<file path="config.mk">
export PLATFORM = sky130hd
export DESIGN_NAME = tt_sweep_driver
export DESIGN_NICKNAME = d
export VERILOG_FILES = /design/src/rtl/tt_sweep_pkg.sv /design/src/rtl/tt_sweep_driver_settle_timer.sv /design/src/rtl/tt_sweep_driver.sv
export SDC_FILE = /design/constraint.sdc
export NUM_CORES = 1
export LEC_CHECK = 0
export ABC_AREA = 1
export CAP_MARGIN = 20
export CORE_ASPECT_RATIO = 0.6
export CORE_MARGIN = 2
export CORE_UTILIZATION = 35
export CTS_BUF_LIST = sky130_fd_sc_hd__clkbuf_8
export DETAILED_ROUTE_END_ITERATION = 10
export SETUP_SLACK_MARGIN = 0.4
export SYNTH_ARGS = -nofsm -noshare
export SYNTH_HDL_FRONTEND = slang
export SYNTH_SLANG_ARGS = --single-unit
</file>
<file path="constraint.sdc">
create_clock -name clk -period 1.7 [get_ports clk]
set_input_delay 0.17 -clock clk [delete_from_list [all_inputs] [get_ports clk]]
set_output_delay 0.17 -clock clk [all_outputs]
set_load 0.05 [all_outputs]
</file>
<file path="src/rtl/tt_sweep_pkg.sv">
// Shared types and helpers for the truth-table sweep driver.
// Row numbering follows the MSB-first hex naming of gate functions.
package tt_sweep_pkg;

    typedef enum logic [1:0] {
        IDLE,
        DRIVE,
        DONE
    } sweep_state_t;

    localparam int N_ROWS = 8;

    typedef logic [7:0] tt_word_t;

    function automatic logic [2:0] row_to_bit(input logic [2:0] row);
        return 3'd7 - row;
    endfunction

endpackage

</file>
<file path="src/rtl/tt_sweep_driver_settle_timer.sv">
// Loadable 8-bit down-counter that times each row's settle hold.
// zero flags the last cycle of the hold.
module tt_settle_timer (
    input  logic       clk,
    input  logic       rst,
    input  logic       load,
    input  logic       dec,
    input  logic [7:0] value,
    output logic       zero
);

    logic [7:0] cnt_q;
    logic [7:0] cnt_d;

    always_comb begin
        cnt_d = cnt_q;
        if (load) begin
            cnt_d = value;
        end else if (dec && (cnt_q != 8'd0)) begin
            cnt_d = cnt_q - 8'd1;
        end
    end

    always_ff @(posedge clk) begin
        if (rst) begin
            cnt_q <= 8'd0;
        end else begin
            cnt_q <= cnt_d;
        end
    end

    assign zero = (cnt_q == 8'd0);

endmodule

</file>
<file path="src/rtl/tt_sweep_driver.sv">
// Drives a 3-input gate through all 8 rows and captures its truth table.
// The word is committed only when the last row is sampled.
module tt_sweep_driver
    import tt_sweep_pkg::*;
#(
    parameter int       SETTLE_CYCLES = 4,
    parameter tt_word_t EXPECTED      = 8'h44
) (
    input  logic       clk,
    input  logic       rst,
    input  logic       start,
    input  logic       abort,
    input  logic       gate_out,
    output logic       in1,
    output logic       in2,
    output logic       in3,
    output logic       busy,
    output logic       done,
    output logic [7:0] tt_word,
    output logic       match
);

    localparam logic [7:0] RELOAD = 8'(SETTLE_CYCLES - 1);
    localparam logic [2:0] LAST_ROW = 3'(N_ROWS - 1);

    sweep_state_t state_q, state_d;
    logic [2:0]   row_q, row_d;
    logic [2:0]   in_q, in_d;
    tt_word_t     shadow_q, shadow_d;
    tt_word_t     tt_word_q, tt_word_d;
    logic         busy_q, busy_d;
    logic         done_q, done_d;
    logic         match_q, match_d;
    logic         tmr_load;
    logic         tmr_dec;
    logic         tmr_zero;

    tt_settle_timer u_timer (
        .clk   (clk),
        .rst   (rst),
        .load  (tmr_load),
        .dec   (tmr_dec),
        .value (RELOAD),
        .zero  (tmr_zero)
    );

    always_comb begin
        state_d   = state_q;
        row_d     = row_q;
        in_d      = in_q;
        shadow_d  = shadow_q;
        tt_word_d = tt_word_q;
        busy_d    = busy_q;
        done_d    = 1'b0;
        match_d   = match_q;
        tmr_load  = 1'b0;
        tmr_dec   = 1'b0;
        unique case (state_q)
            IDLE: begin
                in_d   = 3'b000;
                busy_d = 1'b0;
                if (start) begin
                    state_d  = DRIVE;
                    row_d    = 3'd0;
                    shadow_d = 8'h00;
                    busy_d   = 1'b1;
                    tmr_load = 1'b1;
                end
            end
            DRIVE: begin
                if (abort) begin
                    state_d = IDLE;
                    row_d   = 3'd0;
                    busy_d  = 1'b0;
                    in_d    = 3'b000;
                end else if (!tmr_zero) begin
                    tmr_dec = 1'b1;
                end else begin
                    shadow_d[row_to_bit(row_q)] = gate_out;
                    if (row_q != LAST_ROW) begin
                        row_d    = row_q + 3'd1;
                        in_d     = row_q + 3'd1;
                        tmr_load = 1'b1;
                    end else begin
                        // shadow_d already holds the final sample here
                        state_d   = DONE;
                        row_d     = 3'd0;
                        tt_word_d = shadow_d;
                        match_d   = (shadow_d == EXPECTED);
                        done_d    = 1'b1;
                        busy_d    = 1'b0;
                        in_d      = 3'b000;
                    end
                end
            end
            DONE: begin
                state_d = IDLE;
            end
            default: begin
                state_d = IDLE;
            end
        endcase
    end

    always_ff @(posedge clk) begin
        if (rst) begin
            state_q   <= IDLE;
            row_q     <= 3'd0;
            in_q      <= 3'b000;
            shadow_q  <= 8'h00;
            tt_word_q <= 8'h00;
            busy_q    <= 1'b0;
            done_q    <= 1'b0;
            match_q   <= 1'b0;
        end else begin
            state_q   <= state_d;
            row_q     <= row_d;
            in_q      <= in_d;
            shadow_q  <= shadow_d;
            tt_word_q <= tt_word_d;
            busy_q    <= busy_d;
            done_q    <= done_d;
            match_q   <= match_d;
        end
    end

    assign in1     = in_q[2];
    assign in2     = in_q[1];
    assign in3     = in_q[0];
    assign busy    = busy_q;
    assign done    = done_q;
    assign tt_word = tt_word_q;
    assign match   = match_q;

endmodule

</file>
## Yosys cells after proc, flatten, opt, wreduce, memory -nomap -nowiden

Index checks and enable logic that the tools add are counted.

| cells by class | value |
|---|---|
| add/subtract/negate cells | 3 |
| order comparisons | 2 |
| eq/ne operators | 8 |
| muxes and demuxes | 33 |
| bitwise logic cells | 4 |
| reductions and logical operators | 15 |

Operators with widths:

| kind | count |
|---|---|
| $mux 8 | 3 |
| $pmux 8 s2 | 1 |
| $mux 1 | 12 |
| $mux 2 | 6 |
| $mux 3 | 4 |
| $pmux 3 s2 | 2 |
| $ne 3x3->1 const B | 3 |
| $reduce_and 3->1 | 3 |
| $bwmux 8 | 1 |
| $eq 8x7->1 const B | 1 |
| $logic_not 8->1 | 1 |
| $reduce_and 4->1 | 2 |
| $reduce_bool 8->1 | 1 |
| $sub 8x1->8 const B | 1 |
| $ne 2x2->1 const B | 3 |
| $lt 3x4->1 const B | 1 |
| $not 1->1 | 4 |
| $pmux 1 s2 | 2 |
| $pmux 2 s2 | 1 |
| $reduce_bool 2->1 | 2 |
| $reduce_or 4->1 | 1 |
| $add 3x1->3 const B | 1 |
| $demux 1 s3 | 1 |
| $ge 3x1->1 const B | 1 |
| 6 further kinds | 7 |

| word-level totals | value |
|---|---|
| register bits after elaboration | 35 |
| input port bits | 5 |
| output and inout bits | 14 |
| word-level logic and storage cells | 75 |

## Depth between registers and ports, before layout

| logic depth | value |
|---|---|
| word-level depth | 9 |
| gate-level depth with buffers | 10 |
| gate-level depth less buffers | 10 |

## Hierarchy

A second synthesis with hierarchy kept.

| second synthesis, totals | value |
|---|---|
| cell total of the unflattened synthesis | 285 |
| area, all modules | 1954.4 µm² |

By module, submodules not included:

| module | times used | cells an instance | area each (µm²) | seq. area each (µm²) |
|---|---|---|---|---|
| tt_sweep_driver | 1 | 181 | 1353.8 | 540.5 |
| tt_settle_timer | 1 | 104 | 600.6 | 160.2 |

## Worst setup path before layout

No wires, ideal clock.

| timing path | value |
|---|---|
| path type | reg-to-reg |
| start point | register u_timer.cnt_q[0] |
| end point | register shadow_q[7] |
| setup time | 0.128 ns |
| arrival time | 1.285 ns |
| data required time | 1.572 ns |
| setup slack | 0.288 ns |
| stages on the path, launching flop included | 11 |
| cell sequence | dfxtp_1 > inv_1 > ha_1 > nand2_2 > nor2_8 > nand2_4 > nand2_4 > buf_6 > o21ai_0 > o21ai_0 > nor2_1 |

| on the way | value |
|---|---|
| cells in the longest elaborated chain, start to end | 3 |

RTL lines:

| element | RTL line | source |
|---|---|---|
| start: declaration | tt_sweep_driver_settle_timer.sv:12 | `logic [7:0] cnt_q;` |
| start signal: assignment | tt_sweep_driver_settle_timer.sv:28 | `cnt_q <= cnt_d;` |
| $logic_not 8->1 | tt_sweep_driver_settle_timer.sv:32 | `assign zero = (cnt_q == 8'd0);` |
| $ne 2x2->1 (no source line) | -- |  |
| $reduce_and 4->1 (no source line) | -- |  |
| end signal: assignment | tt_sweep_driver.sv:119 | `shadow_q <= shadow_d;` |
| end: declaration | tt_sweep_driver.sv:29 | `tt_word_t shadow_q, shadow_d;` |

No other way between the ends.
A chain may end at the register's enable or synchronous reset.

## Worst setup path after layout

| timing path | value |
|---|---|
| start point | register state_q[1] |
| end point | register u_timer.cnt_q[0] |

| on the way | value |
|---|---|
| cells in the longest elaborated chain, start to end | 4 |

RTL lines:

| element | RTL line | source |
|---|---|---|
| start: declaration | tt_sweep_driver.sv:26 | `sweep_state_t state_q, state_d;` |
| start signal: assignment | tt_sweep_driver.sv:116 | `state_q <= state_d;` |
| $eq 2x1->1 | tt_sweep_driver.sv:58 | `unique case (state_q)` |
| $mux 1 | tt_sweep_driver.sv:58 |  |
| $logic_and 1x1->1 | tt_sweep_driver_settle_timer.sv:19 | `end else if (dec && (cnt_q != 8'd0)) begin` |
| $reduce_bool 2->1 (no source line) | -- |  |

Parallel ways exist; a longest one is shown, timed or not.

==> summary.md <==
| Metric | Value |
|---|---|
| Highest-delay cell along the critical path | `sky130_fd_sc_hd__dfxtp_1` |
| Register area share after synthesis | `39.1%` |
| Maximum number of pins on one net before global-route repair | `19` |
| Switching Fraction | `29.4%` |
| Routability cong. | `0.805` |
| Top_reg_cell synth | `sky130_fd_sc_hd__dfxtp_1` |
| Max H-tree Level | `2` |
| DIE HEIGHT | `59.4 um` |
| Number of placed cells counting well taps | `323` |
| Overall Power | `2.19 mW` |
| Yosys reg bits | `35` |
| Number of hold-slack violations in the final timing report | `0` |
| Commonest non-fill, non-tap cell in the layout | `sky130_fd_sc_hd__nand2_1` |
| Routed WL per cell | `13.3 um` |
| Worst Setup Path Type | `reg -> reg` |
| Root buf cell | `sky130_fd_sc_hd__clkbuf_8` |
| All-Layer GR Usage | `16.5%` |
| Yosys synthesis warning count | `0` |
| Clock-pin transition on the worst setup and hold timing paths | `0.07 ns` |
| Global route total overflow | `0` |
| Library cells used by synthesis | `31` |
| Shortest period the worst path allows | `1.43 ns` |
| Req. time, crit path | `1.88 ns` |
| TNS Setup | `0 ns` |
| Routed via count | `1,711` |
| Maximum fanout along the worst path | `5` |
| Insertion delay to the later sink of the worst-skew pair | `0.29 ns` |
| Number of DRC markers in iteration 0 | `105` |
| Run status | `finished clean` |
| List of cells traversed by the critical path | `inv_2, buf_4, nand3_2, a21boi_4, nand3_1, nand2_1, inv_1` |
| Post-route DRC | `0` |
| Area Overhead vs Synth | `44.8%` |
| Crit path DAT | `1.61 ns` |
| Mapped Area | `0.00179 mm^2` |
| Sequential cell fraction of total power | `40.1%` |
| TritonCTS clock tree | `yes` |
| Startpoint class of the critical path | `flop` |
| Power density over the cells | `843 mW/mm^2` |
| Antenna diode count | `0` |
| Routed Antenna Nets | `0` |
| Clock network power share | `35.4%` |
| Largest buffer count on any clock path | `2` |
| TritonCTS buffer count | `5` |
| Post-place setup slack | `0.0834 ns` |
| Min-delay worst type | `reg -> reg` |
| Number of core rows | `20` |
| Net Count, Synth | `251` |
| Number of sinks handled by clock tree synthesis | `35` |
| Critical path capture point type | `flop` |
| Vias in the first global route | `1,425` |
| Final Net Count | `296` |
| Die outline width | `96.4 um` |
| Actual slew at the worst max-slew pin | `0.492 ns` |
| I/O pin cnt | `19` |
| Initial Utilization | `35.8%` |
| Post-detailed-routing wire length | `4.72 mm` |
| RSZ-0062 raised after global routing | `yes` |
| Ys async rst share | `0%` |
| Detailed Routing Iterations Pass 1 | `4` |
| Final count of negative-setup-slack endpoints | `0` |
| Relative max-transition margin | `67.4%` |
| Number of antenna violations at the first check in global routing | `0` |
| Highest clock rate | `702 MHz` |
| Synthesized area per cell | `7.40 um^2` |
| Core ar. | `0.00500 mm^2` |
| Buffers on Ports | `18` |
| Fill cell count | `460` |
| Number of cells in the finished layout apart from fillers | `354` |
| Net switching power figure | `644 uW` |
| Quantity of hold-fixing buffers added after cts | `0` |
| Wire length of the first global-routing pass | `7.09 mm` |
| Final clock skew | `0.00616 ns` |
| Internal power contribution | `1.55 mW` |
| Most frequent cells in the layout | `sky130_fd_sc_hd__nand2_1, sky130_fd_sc_hd__dfxtp_1, sky130_fd_sc_hd__buf_4` |
| Comb pwr share | `24.5%` |
| Detail-routed via count per cell | `4.83` |
| Fraction of the cycle the final worst path needs | `83.8%` |
| Max_cap viols | `0` |
| Delay contributed by the slowest stage of the critical path | `0.37 ns` |
| Total Die Area | `0.00573 mm^2` |
| Synthesized instance count | `242` |
| Final std cell area, no fill | `0.00259 mm^2` |
| Count of flip-flops with a built-in enable after synthesis | `0` |
| IR drop worst, VDD | `348 uV` |
| Layout cell share with drive strength beyond 1 | `43.4%` |
| Leakage power | `1.04 nW` |
| Hpwl dp | `2.92 mm` |
| Final Max Tran Viols | `0` |
| Min setup slack post-route | `0.275 ns` |
| Cell area after placement | `0.00205 mm^2` |
[timing repair]
action                     CTS  global route
gates resized for setup     79            52
gates cloned                 2             0
setup endpoints to repair   48            42
pin swaps                   11            16
buffers inserted            12             9
[state kept, by name, indices dropped and copies added, names as in the netlist]
name           flops
busy               1
done               1
in_q               3
match              1
row_q              3
shadow_q           8
state_q            2
tt_word            8
u_timer.cnt_q      8
[layout make-up]
class                           instances  area (um^2)  area share [%]
Sequential cell                        35          713            27.5
Timing Repair Buffer                   45          382            14.7
Clock inverter                          2         35.0            1.35
Timing Repair inverter                  1         3.75           0.145
Multi-Input combinational cell        171         1170            45.1
Inverter                               28          125            4.82
Clock buffer                            6         82.6            3.18
Tap cell                               66         82.6            3.18
[cells by family (layout without fill, tap and decap cells)]
logic type,count (synthesis),in the layout,synth area share (%)
adder cells (fa/ha/maj),4,4,2.79
flip-flops,35,35,39.1
AND/OR/NAND/NOR,114,115,32.4
XOR/XNOR,2,2,0.978
AO/OA/AOI/OAI,50,50,14.8
buffers and inverters,37,82,9.92
[stage by stage]
stage | hold slack [ns] | util [%]
6_report | 0.473 | 51.8
5_1_grt | 0.491 | 51.8
4_1_cts | 0.467 | 48.0
3_5_place_dp | 0.458 | 40.9
3_3_place_gp | 0.458 | 40.9
2_1_floorplan | 0.356 | -
[metal layers]
metal / global-route usage [%] / part of all wire [%] / vias up
met4: 3.62 / 0.66 / 0
met3: 3.82 / 5.3 / 4
met2: 21.4 / 42 / 40
met5: 0 / 0 / -
met1: 26.7 / 52 / 784
li1: - / - / 883
[path summary, 6_finish.rpt]
| check | start | cells after the start | slack (ns) | end |
|---|---|---|---|---|
| max | state_q[1]$_SDFFE_PP0P_ | 7 | 0.27 | u_timer.cnt_q[0]$_SDFFE_PP0P_ |
| min reg2reg | in_q[0]$_SDFFE_PP0P_ | 2 | 0.47 | in_q[0]$_SDFFE_PP0P_ |
| max reg2reg | state_q[1]$_SDFFE_PP0P_ | 7 | 0.27 | u_timer.cnt_q[0]$_SDFFE_PP0P_ |
| min | in_q[0]$_SDFFE_PP0P_ | 2 | 0.47 | in_q[0]$_SDFFE_PP0P_ |
[critical path, delay by kind of cell (launching register included)]
kind	cells	cell delay [ns]
buffers and inverters	3	0.25
AND/OR/NAND/NOR	3	0.42
AO/OA/AOI/OAI	1	0.28
flip-flops	1	0.37
[power groups by stage]
| stage | Combinational, mW | Sequential, mW | Clock (mW) |
|---|---|---|---|
| finish | 0.536 | 0.878 | 0.775 |
| global route | 0.587 | 0.881 | 0.830 |
| CTS | 0.445 | 0.876 | 0.793 |
| detailed placement | 0.356 | 0.896 | 0 |
| global placement | 0.359 | 0.896 | 0 |
| floorplan | 0.270 | 0.901 | 0 |
[Yosys cell counts (2+ instances only)]
master                     instances  share of area (%)
sky130_fd_sc_hd__nand2_1          49                 10
sky130_fd_sc_hd__dfxtp_1          35                 39
sky130_fd_sc_hd__a21oi_1          22                6.1
sky130_fd_sc_hd__inv_1            22                4.6
sky130_fd_sc_hd__nor2_1           22                4.6
sky130_fd_sc_hd__o21ai_0          22                6.1
sky130_fd_sc_hd__nand3_1          17                4.7
sky130_fd_sc_hd__nand4_1           8                2.8
sky130_fd_sc_hd__ha_1              4                2.8
sky130_fd_sc_hd__inv_2             4               0.84
sky130_fd_sc_hd__nand2_4           4                2.5
sky130_fd_sc_hd__buf_4             3                1.3
sky130_fd_sc_hd__buf_6             3                1.9
sky130_fd_sc_hd__nor2_2            3                1.0
sky130_fd_sc_hd__nor2_4            3                1.9
sky130_fd_sc_hd__clkbuf_1          2               0.42
sky130_fd_sc_hd__nand2_2           2               0.70
sky130_fd_sc_hd__nor3_2            2                1.1
sky130_fd_sc_hd__o21ai_1           2               0.56
sky130_fd_sc_hd__xor2_1            2               0.98
Note: power is estimated with default switching activity, not from simulation.
